File: src/rtl/strobe_meter_pkg.sv
`default_nettype none
// ============================================================================
// Module   : strobe_meter_pkg
// Purpose  : Shared types and helpers for the strobe period meter.
//            - state_t  : measurement FSM states (IDLE, MEASURE)
//            - calc_pw  : width needed to hold a period of up to MAX_PERIOD
// Revision : 1.0 - initial release
// ============================================================================
package strobe_meter_pkg;

   typedef enum logic [0:0] {
      IDLE    = 1'b0,
      MEASURE = 1'b1
   } state_t;

   // A period can equal MAX_PERIOD itself, hence the +1.
   function automatic int calc_pw(input int max_period);
      return $clog2(max_period + 1);
   endfunction

endpackage
`default_nettype wire

File: src/rtl/strobe_meter_lock.sv
`default_nettype none
// ============================================================================
// Module   : strobe_meter_lock
// Purpose  : Period-stability detector. Compares every measurement with the
//            previous one and asserts locked after LOCK_COUNT consecutive
//            measurements that agree within TOL.
// Ports    : clk      - clock
//            reset_n  - synchronous active-low reset
//            meas     - one-cycle pulse, period is a new measurement
//            period   - measured period
//            clear    - forget history (next measurement is a first one)
//            locked   - level, period is stable
// Revision : 1.0 - initial release
// ============================================================================
module strobe_meter_lock #(
   parameter int PW         = 11,
   parameter int LOCK_COUNT = 4,
   parameter int TOL        = 0
) (
   input  logic          clk,
   input  logic          reset_n,
   input  logic          meas,
   input  logic [PW-1:0] period,
   input  logic          clear,
   output logic          locked
);

   localparam int            MW     = (LOCK_COUNT > 2) ? $clog2(LOCK_COUNT) : 1;
   localparam logic [MW-1:0] MC_MAX = MW'(LOCK_COUNT - 1);
   localparam logic [PW-1:0] TOL_W  = PW'(TOL);

   logic [PW-1:0] prev;
   logic [MW-1:0] match_cnt;
   logic          have_prev;   // prev holds a real measurement

   logic [PW-1:0] diff;
   logic          is_match;
   logic [MW-1:0] match_cnt_next;

   // Absolute difference without wrap: subtract the smaller from the larger.
   always_comb begin
      diff           = (period >= prev) ? (period - prev) : (prev - period);
      is_match       = (diff <= TOL_W);
      match_cnt_next = (match_cnt == MC_MAX) ? match_cnt : match_cnt + 1'b1;
   end

   always_ff @(posedge clk) begin
      if (!reset_n || clear) begin
         prev      <= '0;
         match_cnt <= '0;
         have_prev <= 1'b0;
         locked    <= 1'b0;
      end else if (meas) begin
         prev      <= period;
         have_prev <= 1'b1;
         // The first measurement after idle only seeds prev.
         if (have_prev) begin
            if (is_match) begin
               match_cnt <= match_cnt_next;
               locked    <= (match_cnt_next == MC_MAX);
            end else begin
               match_cnt <= '0;
               locked    <= 1'b0;
            end
         end
      end
   end

endmodule
`default_nettype wire

File: src/rtl/strobe_meter.sv
`default_nettype none
// ============================================================================
// Module   : strobe_meter
// Purpose  : Measures the cycle count between consecutive single-cycle
//            strobes, reports each period with a valid pulse, declares lock
//            on a stable period and flags timeout when strobes stop.
// Ports    : i_clk        - clock
//            i_reset_n    - synchronous active-low reset
//            i_strobe     - strobe, every high cycle is one event
//            o_period     - last measured period (held)
//            o_valid      - one-cycle pulse, o_period just updated
//            o_locked     - level, period is stable
//            o_timeout    - level, no strobe within MAX_PERIOD cycles
//            i_stats_clr  - (STROBE_METER_STATS_EN) clear min/max
//            o_min_period - (STROBE_METER_STATS_EN) smallest period seen
//            o_max_period - (STROBE_METER_STATS_EN) largest period seen
// Options  : STROBE_METER_STATS_EN - adds min/max period statistics
// Revision : 1.0 - initial release
// ============================================================================
module strobe_meter
   import strobe_meter_pkg::*;
#(
   parameter  int MAX_PERIOD = 1024,
   parameter  int LOCK_COUNT = 4,
   parameter  int TOL        = 0,
   localparam int PW         = calc_pw(MAX_PERIOD)
) (
   input  logic          i_clk,
   input  logic          i_reset_n,
   input  logic          i_strobe,
`ifdef STROBE_METER_STATS_EN
   input  logic          i_stats_clr,
   output logic [PW-1:0] o_min_period,
   output logic [PW-1:0] o_max_period,
`endif
   output logic [PW-1:0] o_period,
   output logic          o_valid,
   output logic          o_locked,
   output logic          o_timeout
);

   generate
      if (MAX_PERIOD < 2) begin : g_bad_max_period
         $error("strobe_meter: MAX_PERIOD must be >= 2");
      end
      if (LOCK_COUNT < 2) begin : g_bad_lock_count
         $error("strobe_meter: LOCK_COUNT must be >= 2");
      end
      if (TOL >= MAX_PERIOD) begin : g_bad_tol
         $error("strobe_meter: TOL must be < MAX_PERIOD");
      end
   endgenerate

   localparam logic [PW-1:0] CNT_LAST = PW'(MAX_PERIOD - 1);

   state_t        state;
   state_t        state_next;
   logic [PW-1:0] cnt;
   logic [PW-1:0] cnt_next;
   logic          meas;        // strobe sampled in MEASURE
   logic          tmo_hit;     // counter expired without a strobe
   logic [PW-1:0] meas_period;

   assign meas_period = cnt + 1'b1;

   // Next-state and counter logic. A strobe on the last count wins over
   // the timeout, giving a valid period of MAX_PERIOD.
   always_comb begin
      state_next = state;
      cnt_next   = cnt;
      meas       = 1'b0;
      tmo_hit    = 1'b0;
      case (state)
         IDLE: begin
            cnt_next = '0;
            if (i_strobe) begin
               state_next = MEASURE;
            end
         end
         MEASURE: begin
            if (i_strobe) begin
               meas     = 1'b1;
               cnt_next = '0;
            end else if (cnt == CNT_LAST) begin
               tmo_hit    = 1'b1;
               state_next = IDLE;
               cnt_next   = '0;
            end else begin
               cnt_next = cnt + 1'b1;
            end
         end
         default: begin
            state_next = IDLE;
            cnt_next   = '0;
         end
      endcase
   end

   always_ff @(posedge i_clk) begin
      if (!i_reset_n) begin
         state <= IDLE;
      end else begin
         state <= state_next;
      end
   end

   always_ff @(posedge i_clk) begin
      if (!i_reset_n) begin
         cnt       <= '0;
         o_period  <= '0;
         o_valid   <= 1'b0;
         o_timeout <= 1'b0;
      end else begin
         cnt     <= cnt_next;
         o_valid <= meas;
         if (meas) begin
            o_period <= meas_period;
         end
         if (tmo_hit) begin
            o_timeout <= 1'b1;
         end else if (i_strobe) begin
            o_timeout <= 1'b0;
         end
      end
   end

   strobe_meter_lock #(
      .PW         (PW),
      .LOCK_COUNT (LOCK_COUNT),
      .TOL        (TOL)
   ) u_lock (
      .clk     (i_clk),
      .reset_n (i_reset_n),
      .meas    (meas),
      .period  (meas_period),
      .clear   (tmo_hit),
      .locked  (o_locked)
   );

`ifdef STROBE_METER_STATS_EN
   // Clear takes priority; a coinciding measurement is not folded in.
   always_ff @(posedge i_clk) begin
      if (!i_reset_n || i_stats_clr) begin
         o_min_period <= '1;
         o_max_period <= '0;
      end else if (meas) begin
         if (meas_period < o_min_period) begin
            o_min_period <= meas_period;
         end
         if (meas_period > o_max_period) begin
            o_max_period <= meas_period;
         end
      end
   end
`endif

endmodule
`default_nettype wire

File: config.mk
export PLATFORM = sky130hd
export DESIGN_NAME = strobe_meter
export DESIGN_NICKNAME = d
export VERILOG_FILES = /design/src/rtl/strobe_meter_pkg.sv /design/src/rtl/strobe_meter_lock.sv /design/src/rtl/strobe_meter.sv
export SDC_FILE = /design/constraint.sdc
export NUM_CORES = 1
export LEC_CHECK = 0
export BUFFER_PORTS_ARGS = -buffer_cell sky130_fd_sc_hd__buf_4
export CAP_MARGIN = 25
export CORE_MARGIN = 10
export CORE_UTILIZATION = 30
export CTS_CLUSTER_SIZE = 14
export DETAILED_ROUTE_END_ITERATION = 10
export SLEW_MARGIN = 20
export SYNTH_ARGS = -nofsm -noshare
export SYNTH_HDL_FRONTEND = slang
export SYNTH_SLANG_ARGS = --single-unit
File: constraint.sdc
create_clock -name i_clk -period 6.8 [get_ports i_clk]
set_clock_uncertainty 0.05 [all_clocks]
set_input_delay 0.34 -clock i_clk [delete_from_list [all_inputs] [get_ports i_clk]]
set_output_delay 0.34 -clock i_clk [all_outputs]
set_load 0.02 [all_outputs]
==> impl_metrics.csv <==
group,metric,value,unit
clock_network,cts_buffers,5,
floorplanning,core-area,7727,um^2
logic_synthesis,yosysWarnings,0,
timing,tightest_slew,545.9,ps
floorplanning,num_rows,32,
timing,finalSetupViolations,0,
clock_network,cts_htree_levels,2,
logic_synthesis,synth-seq-area-share,33.54,%
logic_synthesis,avgSynthCellArea,8.318,um^2
clock_network,cts_tree,"yes",
clock_network,cts_root_buf,"clkbuf_8",
worst_hold_path,hold_end,"o_timeout",
clock_network,clockBufferDepth,2,
detailed_routing,ant_nets,0,
detailed_routing,remaining_drc_errors,0,
floorplanning,ios,17,
global_routing,grt_max_degree,43,
placed_design,gp_congestion,0.8778,
timing,maxSlewViolCount,0,
power_and_ir_drop,ir_drop,0.1103,mV
worst_setup_path,reg2reg_from,"cnt[0]",
logic_synthesis,dominantRegCellSynth,"dfxtp_1",
timing,period_minus_slack,4224,ps
global_routing,grt_usage,9.200,%
power_and_ir_drop,p_leak,1.140,nW
logic_synthesis,synth.distinct_cells,50,
power_and_ir_drop,p_clk_share,30.8,%
worst_hold_path,holdPathStages,2,
clock_network,clk_transition_reported_paths,80,ps
placed_design,port_buffers,16,
timing,timing.fmax,236.7,MHz
logic_synthesis,synth-edff-count,0,
run_status,outcome,"completed",
final_layout,area_delta_synth_final,12.16,%
floorplanning,initial_core_util,30.89,%
detailed_routing,dr_total_vias,2000,
logic_synthesis,synth-seq-cells,40,
detailed_routing,drt_wl_total,5.264,mm
worst_setup_path,path_max_fanout,16,
timing,tns,0,ps
timing,finalCritPeriodShare,62.12,%
logic_synthesis,async_flop_share,0,%
worst_hold_path,hold_path_class,"input port to flop",
clock_network,insertion_delay,300,ps
clock_network,hold_buffers,0,
floorplanning,die_x,109.2,um
final_layout,drive_gt1_share,11.63,%
logic_synthesis,synth_nets,311,
power_and_ir_drop,seqPwrFrac,46.8,%
timing,rsz0062_at_grt,"false",
worst_setup_path,crit_required,6980,ps
power_and_ir_drop,combPwrFrac,22.4,%
job,maxCapViolCount,0,
worst_setup_path,critPathLaunchType,"flop",
detailed_routing,drt-vias-per-instance,4.963,
detailed_routing,drtIter0Drc,166,
floorplanning,die_h,109.2,um
global_routing,overflow,0,
detailed_routing,routedWlPerCell,13.06,um
final_layout,antenna_cells,0,
power_and_ir_drop,cellPowerDensity,197.9,nW/um^2
final_layout,nets,324,
worst_setup_path,worstSetupStartpoint,"cnt[0]",
detailed_routing,first_pass_iters,4,
clock_network,clkSinkCount,40,
clock_network,cts_setup_buffers,0,
floorplanning,dieArea,11930,um^2
clock_network,cts-resized-gates,0,
logic_synthesis,synth_cells,287,
logic_synthesis,synth_area,2387,um^2
final_layout,fin_area,2678,um^2
power_and_ir_drop,switching_share,31.38,%
worst_setup_path,r2r_cells,16,
global_routing,grt_pass1_vias,1895,
timing,report.final.hold_viol_count,0,
global_routing,antenna_found_initial,0,
timing,max_slew_margin,63.35,%
worst_setup_path,regToRegSetupSlack,2580,ps
placed_design,postPlaceCellArea,2589,um^2
worst_hold_path,hp-start,"i_strobe",
worst_setup_path,r2r_end,"u_lock.match_cnt[0]",
global_routing,grt_first_pass_wirelength,8.956,mm
worst_setup_path,cp-end-kind,"flop",
worst_setup_path,critPathKind,"flop to flop",
placed_design,dp_hpwl,3.882,mm
worst_setup_path,arrival,4410,ps
power_and_ir_drop,power.net_switching,0.1663,mW
power_and_ir_drop,internal-power,0.3637,mW
[cell usage in the layout, fill, tap and decap left out, types with 2 or more instances in the layout]
cell,Yosys,routed
a211oi_1,12,12
o21ai_0,14,14
dfxtp_1,40,40
nand3_1,7,7
ha_1,21,21
nor3b_1,2,2
nor3_2,2,2
and2_1,2,2
a311oi_1,3,3
nand2_1,15,15
inv_1,30,30
mux2i_1,3,3
nor2_1,32,32
nand4_1,3,3
a21o_1,5,5
a21boi_4,2,2
xnor2_1,6,6
a31oi_1,4,4
o21ai_1,7,7
buf_4,2,18
xor2_1,8,8
clkbuf_8,0,5
nor2b_1,3,3
o211ai_1,3,3
nor3_1,2,2
a2111oi_0,2,2
and3_1,3,3
a21oi_1,24,24
[cell families (layout without fill, tap and decap cells)]
logic type / Yosys count / count (layout) / share of synthesized area [%]
AOI/OAI and AO/OA: 88 / 88 / 25.00
xor gates and xnor gates: 14 / 14 / 5.136
adders and majority gates: 21 / 21 / 11.01
buffers and inverters: 43 / 57 / 7.442
DFF: 40 / 40 / 33.54
muxes: 3 / 3 / 1.258
and+or+nand+nor: 78 / 78 / 16.61
[cell type report]
class / instances / area [um^2]
sequential: 40 / 800.8
timing repair buffer: 18 / 135.1
fill: 795 / 5050
tap: 102 / 127.6
clock buffer: 6 / 72.57
clock inverter: 2 / 16.27
multi-input combinational: 204 / 1409
inverter: 31 / 116.4
[flip-flops by register name (all words and copies together), names as in the netlist]
name and cells:
state 1, u_lock.have_prev 1, cnt 11, o_timeout 1, u_lock.prev 11, o_valid 1
u_lock.match_cnt 2, o_period 11, u_lock.locked 1
[worst max-delay path: stages (launching register included)]
cell	delay, ps
dfxtp_1	480
ha_1	250
nand3_1	120
nor2_1	220
nand2_1	100
xor2_1	340
inv_1	80
ha_1	410
nand4_2	170
o31a_1	200
a21boi_4	220
a21boi_4	430
a311oi_1	180
a2111o_1	490
nor4_4	160
nand3_1	120
o21ai_1	130
[per-stage QoR]
stage	util (%)	std cells	power (mW)	worst slack [ps]	hold WS (ps)
after global routing	34.65	403	0.5602	2201	193.2
after CTS	34.65	403	0.5382	2596	184.0
after floorplan	-	287	0.3483	3220	366.1
after global placement	33.50	395	0.3696	2784	395.3
final	34.65	403	0.5300	2576	194.3
after detailed placement	33.50	395	0.3713	2650	400.0
[how the worst max path moves through the flow]
stage	to	slack (ps)	depth (start not counted)
after floorplan	u_lock.match_cnt[0]	3220	16
after global placement	u_lock.match_cnt[0]	2780	16
after detailed placement	u_lock.match_cnt[0]	2650	16
after CTS	u_lock.match_cnt[0]	2600	16
after global routing	u_lock.locked	2200	16
final	u_lock.match_cnt[0]	2580	16
[cells in the mapped netlist, types with 3 or more instances]
| cell type | n | share of area [%] |
|---|---|---|
| and3_1 | 3 | 0.79 |
| o211ai_1 | 3 | 0.94 |
| a21o_1 | 5 | 1.6 |
| mux2i_1 | 3 | 1.3 |
| a21oi_1 | 24 | 5.0 |
| nand4_1 | 3 | 0.79 |
| a31oi_1 | 4 | 1.0 |
| ha_1 | 21 | 11 |
| nor2_1 | 32 | 5.0 |
| nand2_1 | 15 | 2.4 |
| dfxtp_1 | 40 | 34 |
| o21ai_0 | 14 | 2.9 |
| a311oi_1 | 3 | 1.1 |
| nand3_1 | 7 | 1.5 |
| o21ai_1 | 7 | 1.5 |
| inv_1 | 30 | 4.7 |
| xor2_1 | 8 | 2.9 |
| a211oi_1 | 12 | 3.8 |
| nor2b_1 | 3 | 0.79 |
| clkbuf_1 | 8 | 1.3 |
| xnor2_1 | 6 | 2.2 |
[power groups by stage]
stage | clock network [mW] | registers [mW] | logic [mW]
2_1_floorplan | 0 | 0.257 | 0.0912
3_3_place_gp | 0 | 0.253 | 0.116
3_5_place_dp | 0 | 0.254 | 0.118
4_1_cts | 0.172 | 0.248 | 0.119
5_1_grt | 0.179 | 0.249 | 0.132
6_report | 0.163 | 0.248 | 0.119
[routing by layer]
metal | vias up | GRT usage, % | routed length, um
met2 | 26 | 15.08 | 2474
met1 | 936 | 11.56 | 2556
met5 | - | 0 | 0
li1 | 1030 | - | -
met4 | 0 | 3.717 | 102
met3 | 8 | 1.829 | 130
(Power assumes the default switching activity.)
